$ cat src/rtl/rx_ipv4.sv
// -----------------------------------------------------------------------------
// rx_ipv4 -- IPv4 header parser / payload extractor
//
// Receives one IPv4 datagram per rx_data_v burst (Ethertype already stripped),
// validates the header (version, IHL, total length, protocol, header checksum,
// destination address) and forwards only the payload bytes, one cycle late.
// Ethernet padding / FCS beyond total_len is never forwarded.
//
// Parameters
//   OCT    byte width of the data path (protocol fields assume 8)
//   PROTO  accepted IPv4 protocol number (default UDP)
//
// Ports
//   RX_CLK        receive clock, all logic on its rising edge
//   rst_n         asynchronous active-low reset
//   my_ip         local IPv4 address (quasi-static)
//   rx_data_v     high for the whole datagram, low >= 1 cycle between frames
//   rx_data       datagram byte, network order
//   rx_ip_data_v  payload byte valid, contiguous per datagram
//   rx_ip_data    payload byte (holds when rx_ip_data_v is low)
//   rx_src_ip     source address of the last accepted datagram
//   rx_drop       1-cycle pulse when a complete header is rejected
// -----------------------------------------------------------------------------
module rx_ipv4 #(
    parameter int             OCT   = 8,
    parameter logic [OCT-1:0] PROTO = 8'h11
) (
    input  logic               RX_CLK,
    input  logic               rst_n,
    input  logic [OCT*4-1:0]   my_ip,
    input  logic               rx_data_v,
    input  logic [OCT-1:0]     rx_data,
    output logic               rx_ip_data_v,
    output logic [OCT-1:0]     rx_ip_data,
    output logic [OCT*4-1:0]   rx_src_ip,
    output logic               rx_drop
);

    localparam int W2 = 2 * OCT;

    typedef enum logic [1:0] {
        HEADER  = 2'd0,
        PAYLOAD = 2'd1,
        DROP    = 2'd2
    } state_t;

    // One's-complement add with the end-around carry folded back in.
    function automatic logic [W2-1:0] ones_add(input logic [W2-1:0] a,
                                               input logic [W2-1:0] b);
        logic [W2:0] s;
        s = {1'b0, a} + {1'b0, b};
        return s[W2-1:0] + {{(W2-1){1'b0}}, s[W2]};
    endfunction

    // Byte counter saturates instead of wrapping on oversized bursts.
    function automatic logic [15:0] sat_inc(input logic [15:0] c);
        return (c == 16'hFFFF) ? c : c + 16'd1;
    endfunction

    state_t             r_state;
    state_t             w_state_nxt;

    logic [15:0]        r_cnt;
    logic [W2-1:0]      r_sum;
    logic [OCT-1:0]     r_hi;
    logic [3:0]         r_ver;
    logic [3:0]         r_ihl;
    logic [W2-1:0]      r_tlen;
    logic [OCT-1:0]     r_proto;
    logic [4*OCT-1:0]   r_src;
    logic [4*OCT-1:0]   r_dst;
    logic               r_armed;

    logic               r_ip_v;
    logic [OCT-1:0]     r_ip_data;
    logic [4*OCT-1:0]   r_src_ip;
    logic               r_drop;

    logic [15:0]        w_hdr_len;
    logic [15:0]        w_hdr_last;
    logic [15:0]        w_tlen16;
    logic [W2-1:0]      w_sum_nxt;
    logic [4*OCT-1:0]   w_dst_now;
    logic               w_active;
    logic               w_hdr_end;
    logic               w_hdr_ok;
    logic               w_accept;
    logic               w_reject;
    logic               w_pay_last;
    logic               w_fwd;

    // After reset the parser stays idle until a low rx_data_v has been seen,
    // so a frame that was cut by reset is never parsed from its middle.
    assign w_active   = rx_data_v && r_armed;

    assign w_hdr_len  = {10'd0, r_ihl, 2'b00};
    // A malformed IHL (<5) is still judged at the end of the minimal header.
    assign w_hdr_last = (r_ihl < 4'd5) ? 16'd19 : (w_hdr_len - 16'd1);
    assign w_tlen16   = 16'(r_tlen);

    // The last header byte is always odd, so it closes a 16-bit word that is
    // folded in combinationally for the accept decision.
    assign w_sum_nxt  = ones_add(r_sum, {r_hi, rx_data});
    assign w_dst_now  = (r_cnt == 16'd19) ? {r_dst[3*OCT-1:0], rx_data} : r_dst;

    assign w_hdr_end  = w_active && (r_state == HEADER) &&
                        (r_cnt != 16'd0) && (r_cnt == w_hdr_last);

    assign w_hdr_ok   = (r_ver == 4'd4) &&
                        (r_ihl >= 4'd5) &&
                        (w_tlen16 >= w_hdr_len) &&
                        (r_proto == PROTO) &&
                        (w_sum_nxt == {W2{1'b1}}) &&
                        ((w_dst_now == my_ip) || (w_dst_now == {(4*OCT){1'b1}}));

    assign w_accept   = w_hdr_end && w_hdr_ok;
    assign w_reject   = w_hdr_end && !w_hdr_ok;
    assign w_pay_last = (r_cnt == (w_tlen16 - 16'd1));
    assign w_fwd      = w_active && (r_state == PAYLOAD);

    // State register
    always_ff @(posedge RX_CLK or negedge rst_n) begin
        if (!rst_n) begin
            r_state <= HEADER;
        end else begin
            r_state <= w_state_nxt;
        end
    end

    // Next-state logic
    always_comb begin
        w_state_nxt = r_state;
        if (!rx_data_v) begin
            w_state_nxt = HEADER;
        end else if (r_armed) begin
            case (r_state)
                HEADER: begin
                    if (w_accept) begin
                        // Header-only datagram: nothing to forward.
                        w_state_nxt = (w_tlen16 == w_hdr_len) ? DROP : PAYLOAD;
                    end else if (w_reject) begin
                        w_state_nxt = DROP;
                    end
                end
                PAYLOAD: begin
                    if (w_pay_last) begin
                        w_state_nxt = DROP;
                    end
                end
                DROP: begin
                    w_state_nxt = DROP;
                end
                default: begin
                    w_state_nxt = HEADER;
                end
            endcase
        end
    end

    // Byte counter, checksum and header field capture
    always_ff @(posedge RX_CLK or negedge rst_n) begin
        if (!rst_n) begin
            r_cnt   <= '0;
            r_sum   <= '0;
            r_hi    <= '0;
            r_ver   <= '0;
            r_ihl   <= '0;
            r_tlen  <= '0;
            r_proto <= '0;
            r_src   <= '0;
            r_dst   <= '0;
            r_armed <= 1'b0;
        end else if (!rx_data_v) begin
            r_cnt   <= '0;
            r_sum   <= '0;
            r_armed <= 1'b1;
        end else if (r_armed) begin
            r_cnt <= sat_inc(r_cnt);
            if (r_state == HEADER) begin
                if (!r_cnt[0]) begin
                    r_hi <= rx_data;
                end else begin
                    r_sum <= w_sum_nxt;
                end
                if (r_cnt == 16'd0) begin
                    r_ver <= rx_data[7:4];
                    r_ihl <= rx_data[3:0];
                end
                if (r_cnt == 16'd2) begin
                    r_tlen[W2-1:OCT] <= rx_data;
                end
                if (r_cnt == 16'd3) begin
                    r_tlen[OCT-1:0] <= rx_data;
                end
                if (r_cnt == 16'd9) begin
                    r_proto <= rx_data;
                end
                if ((r_cnt >= 16'd12) && (r_cnt <= 16'd15)) begin
                    r_src <= {r_src[3*OCT-1:0], rx_data};
                end
                if ((r_cnt >= 16'd16) && (r_cnt <= 16'd19)) begin
                    r_dst <= {r_dst[3*OCT-1:0], rx_data};
                end
            end
        end
    end

    // Output stage: payload register, drop pulse, source address
    always_ff @(posedge RX_CLK or negedge rst_n) begin
        if (!rst_n) begin
            r_ip_v    <= 1'b0;
            r_ip_data <= '0;
            r_src_ip  <= '0;
            r_drop    <= 1'b0;
        end else begin
            r_ip_v <= w_fwd;
            if (w_fwd) begin
                r_ip_data <= rx_data;
            end
            r_drop <= w_reject;
            if (w_accept) begin
                r_src_ip <= r_src;
            end
        end
    end

    assign rx_ip_data_v = r_ip_v;
    assign rx_ip_data   = r_ip_data;
    assign rx_src_ip    = r_src_ip;
    assign rx_drop      = r_drop;

endmodule

$ cat config.mk
export PLATFORM = sky130hd
export DESIGN_NAME = rx_ipv4
export DESIGN_NICKNAME = d
export VERILOG_FILES = /design/src/rtl/rx_ipv4.sv
export SDC_FILE = /design/constraint.sdc
export NUM_CORES = 1
export LEC_CHECK = 0
export ABC_AREA = 1
export BUFFER_PORTS_ARGS = -buffer_cell sky130_fd_sc_hd__buf_2
export CORE_MARGIN = 3
export CORE_UTILIZATION = 30
export DETAILED_ROUTE_END_ITERATION = 10
export REMOVE_ABC_BUFFERS = 1
export SLEW_MARGIN = 10
export SYNTH_ARGS = -nofsm -noshare
export SYNTH_HDL_FRONTEND = slang
export SYNTH_SLANG_ARGS = --single-unit
$ cat constraint.sdc
create_clock -name RX_CLK -period 4.55 [get_ports RX_CLK]
set_input_delay 0.2275 -clock RX_CLK [delete_from_list [all_inputs] [get_ports RX_CLK]]
set_output_delay 0.2275 -clock RX_CLK [all_outputs]
set_load 0.005 [all_outputs]
==> run_results.csv <==
group,metric,value,unit
outcome,status,"completed",
final_layout,finalNonFillerCells,2005,
worst_setup_path,slowest_stage,"fa_2",
yosys,synth_cell_types,38,
timing,slew_violations,0,
routing,drt_iter0_markers,728,
routing,wl_per_cell,14.3,µm
hold_path,worstHoldEndpoint,"r_cnt[3]$_DFFE_PN0P_",
grt,antenna_found_initial,0,
timing,period_share,95.9,%
final_layout,postLayoutCellArea,0.0125,mm²
floorplan,die_area,0.0375,mm²
yosys,synthTopCellsByArea,"dfrtp_1, nand2_1, inv_1",
timing,setup_viol,0,
floorplan,initial_utilization,30.5,%
hold_path,worstHoldStart,"rx_data_v",
worst_setup_path,cp_common_cell,"nand2_4",
worst_setup_path,start_kind,"flip-flop",
yosys,netlist.area_leader.share,42.9,%
clock_tree,tritoncts,"built",
place,io_buffers,84,
routing,antenna_left,0,
yosys,synth_top_area_cell,"dfrtp_1",
grt,grtUsageTotal,15.0,%
clock_tree,clock-root-buffer,"clkbuf_16",
floorplan,die_height,194,µm
worst_setup_path,critical_path_class,"reg -> reg",
worst_setup_path,r2r_setup_slack,190,ps
routing,routed_wl,28700,µm
worst_setup_path,reg2reg_from,"r_sum[0]$_DFFE_PN0P_",
grt,grt_max_degree,106,
timing,rsz0062_at_grt,"yes",
timing,max-slew-margin-rel,39.5,%
worst_setup_path,cp.required,4880,ps
routing,via_count,9415,
pwr,ir_drop,0.000330,V
routing,routed_via_density,4.70,
yosys,syn_area_per_cell,7.31,µm²
floorplan,fp.dieW,194,µm
yosys,yosysSeqAreaShare,42.9,%
timing,hold_viol,0,
pwr,p_per_area,377,mW/mm²
grt,grtUsageMet3,2.04,%
hold_path,hold_path_class,"in -> reg",
routing,drc,0,
routing,first_pass_iters,5,
grt,grt_pass1_wl,46200,µm
worst_setup_path,rr_worst_depth,31,
floorplan,row_count,68,
worst_setup_path,cp.depth,31,
final_layout,final_cell_mix,"nand2_1, inv_1, dfrtp_1",
clock_tree,clk_latency,440,ps
worst_setup_path,reg2reg_to,"rx_src_ip[23]$_DFFE_PN0P_",
clock_tree,clockBufferDepth,2,
final_layout,mostFrequentLayoutCell,"nand2_1",
yosys,yosys_register_bits,181,
floorplan,io_pins,85,
worst_setup_path,critPathBufInv,5,
worst_setup_path,worstPathArrival,4700,ps
place,hpwl,20000,µm
timing,fmax,229,MHz
grt,grt_remaining_overflow,0,
timing,tightest_slew,908,ps
yosys,synthCells,1443,
grt,busiest_layer,"met2",
final_layout,drive_gt1_share,15.3,%
worst_setup_path,crit_family,"simple AND/OR/NAND/NOR gates",
final_layout,final_net_count,1614,
worst_setup_path,slowest_delay,390,ps
place,dpl_cell_area,0.0114,mm²
place,dp.cells,1957,
pwr,power,4.73,mW
clock_tree,clk_pin_slew,80,ps
clock_tree,htree_levels,4,
yosys,ys_warn_count,0,
final_layout,antenna_cells,0,
floorplan,core,0.0346,mm²
flow_run,drv_cap,0,
clock_tree,numClockSinks,181,
timing,min_period,4360,ps
place,routabilityCongestion,0.895,
hold_path,hold_path_depth,3,
timing,setup_tns,0,ps
pwr,power.leakage,6.15,nW
clock_tree,numCtsBuffers,17,
grt,grt_use_met1,20.8,%
grt,grt_pass1_vias,8949,
final_layout,area_growth,18.8,%
grt,grt_use_met2,24.7,%
timing,finClkSkew,18.1,ps
yosys,netlist_area,0.0106,mm²
worst_setup_path,timing.critical_path.fanout_max,7,
worst_setup_path,end_kind,"flip-flop",
[report_power, final]
group,switching [mW],internal (mW),total [mW],leakage [nW]
logic,0.817,0.481,1.30,3.39
registers,0.144,1.75,1.90,2.47
clock network,0.774,0.758,1.53,0.294
[per-layer routing]
metal,up-vias,part of all wire [%]
met5,-,0
met4,0,1.3
met3,23,3.1
met2,165,48
met1,4429,48
li1,4798,-
[cells by family (layout without fill, tap and decap cells)]
logic type,count (synthesis),in the layout,share of synthesized area [%]
AO/OA/AOI/OAI,199,199,10.4
AND/OR/NAND/NOR,751,751,30.1
flip-flops,181,181,42.9
XOR/XNOR,35,35,2.90
buffers and inverters,243,350,9.52
adder cells (fa/ha/maj),34,34,4.10
[stage by stage]
| stage | setup slack (ps) | hold slack, ps | utilization [%] |
|---|---|---|---|
| after floorplan | 182 | -68.1 | - |
| after global placement | 185 | 403 | 33.0 |
| after detailed placement | -34.1 | 415 | 33.0 |
| after CTS | 36.8 | 146 | 35.0 |
| after global routing | -80.3 | 185 | 36.2 |
| final | 187 | 182 | 36.2 |
[cell usage after synthesis]
cell,count
a2111oi_0,1
a211oi_1,3
a21boi_0,2
a21oi_1,17
a2bb2oi_1,1
a31oi_1,4
buf_1,1
buf_2,2
buf_4,6
buf_6,9
clkbuf_1,21
clkinv_1,2
dfrtp_1,181
fa_1,1
ha_1,33
inv_1,196
inv_2,6
nand2_1,466
nand2_2,2
nand3_1,122
nand3_2,3
nand3b_1,10
nand4_1,15
nor2_1,93
nor2_2,3
nor2_4,6
nor3_1,17
nor3b_1,2
nor4_1,8
o21ai_0,132
o21ai_1,7
o21ai_2,14
o21bai_1,2
o22ai_1,15
o31ai_1,1
or2_2,4
xnor2_1,10
xor2_1,25
[tightest hold or removal path: stages]
cell	delay, ps
buf_2	220
nand2_1	110
nor2_1	30
[worst max-delay path by stage]
| stage | from | end | slack [ps] |
|---|---|---|---|
| 2_1_floorplan | r_sum[0]$_DFFE_PN0P_ | rx_src_ip[2]$_DFFE_PN0P_ | 180 |
| 3_3_place_gp | rx_data[0] | rx_src_ip[3]$_DFFE_PN0P_ | 180 |
| 3_5_place_dp | r_sum[0]$_DFFE_PN0P_ | rx_src_ip[20]$_DFFE_PN0P_ | -30 |
| 4_1_cts | r_sum[0]$_DFFE_PN0P_ | rx_src_ip[20]$_DFFE_PN0P_ | 40 |
| 5_1_grt | r_sum[0]$_DFFE_PN0P_ | rx_src_ip[6]$_DFFE_PN0P_ | -80 |
| 6_report | r_sum[0]$_DFFE_PN0P_ | rx_src_ip[23]$_DFFE_PN0P_ | 190 |
[flip-flops by register name, summed over array words and instances, names as in the netlist]
signal	cells
r_tlen	16
r_src	32
r_sum	16
r_hi	8
r_cnt	16
r_proto	8
rx_src_ip	32
r_armed	1
r_ver	4
rx_ip_data	8
r_ihl	4
rx_ip_data_v	1
rx_drop	1
r_state	2
r_dst	32
[layout make-up]
type                    instances  area [µm²]
clock buffers                  17         425
clock inverters                15         201
fillers                      3613       22100
inverters                     204         771
multi-input cells            1019        5280
flip-flops and latches        181        4530
well taps                     455         569
repair buffers                114         763
[timing repair]
action,4_1_cts,5_1_grt
pin swaps,0,21
hold buffers,1,0
gates cloned,1,5
gates resized for setup,2,75
buffers inserted,0,9
endpoints found under the setup margin,32,35
endpoints found under the hold margin,103,0
Note: power is estimated with default switching activity, not from simulation.
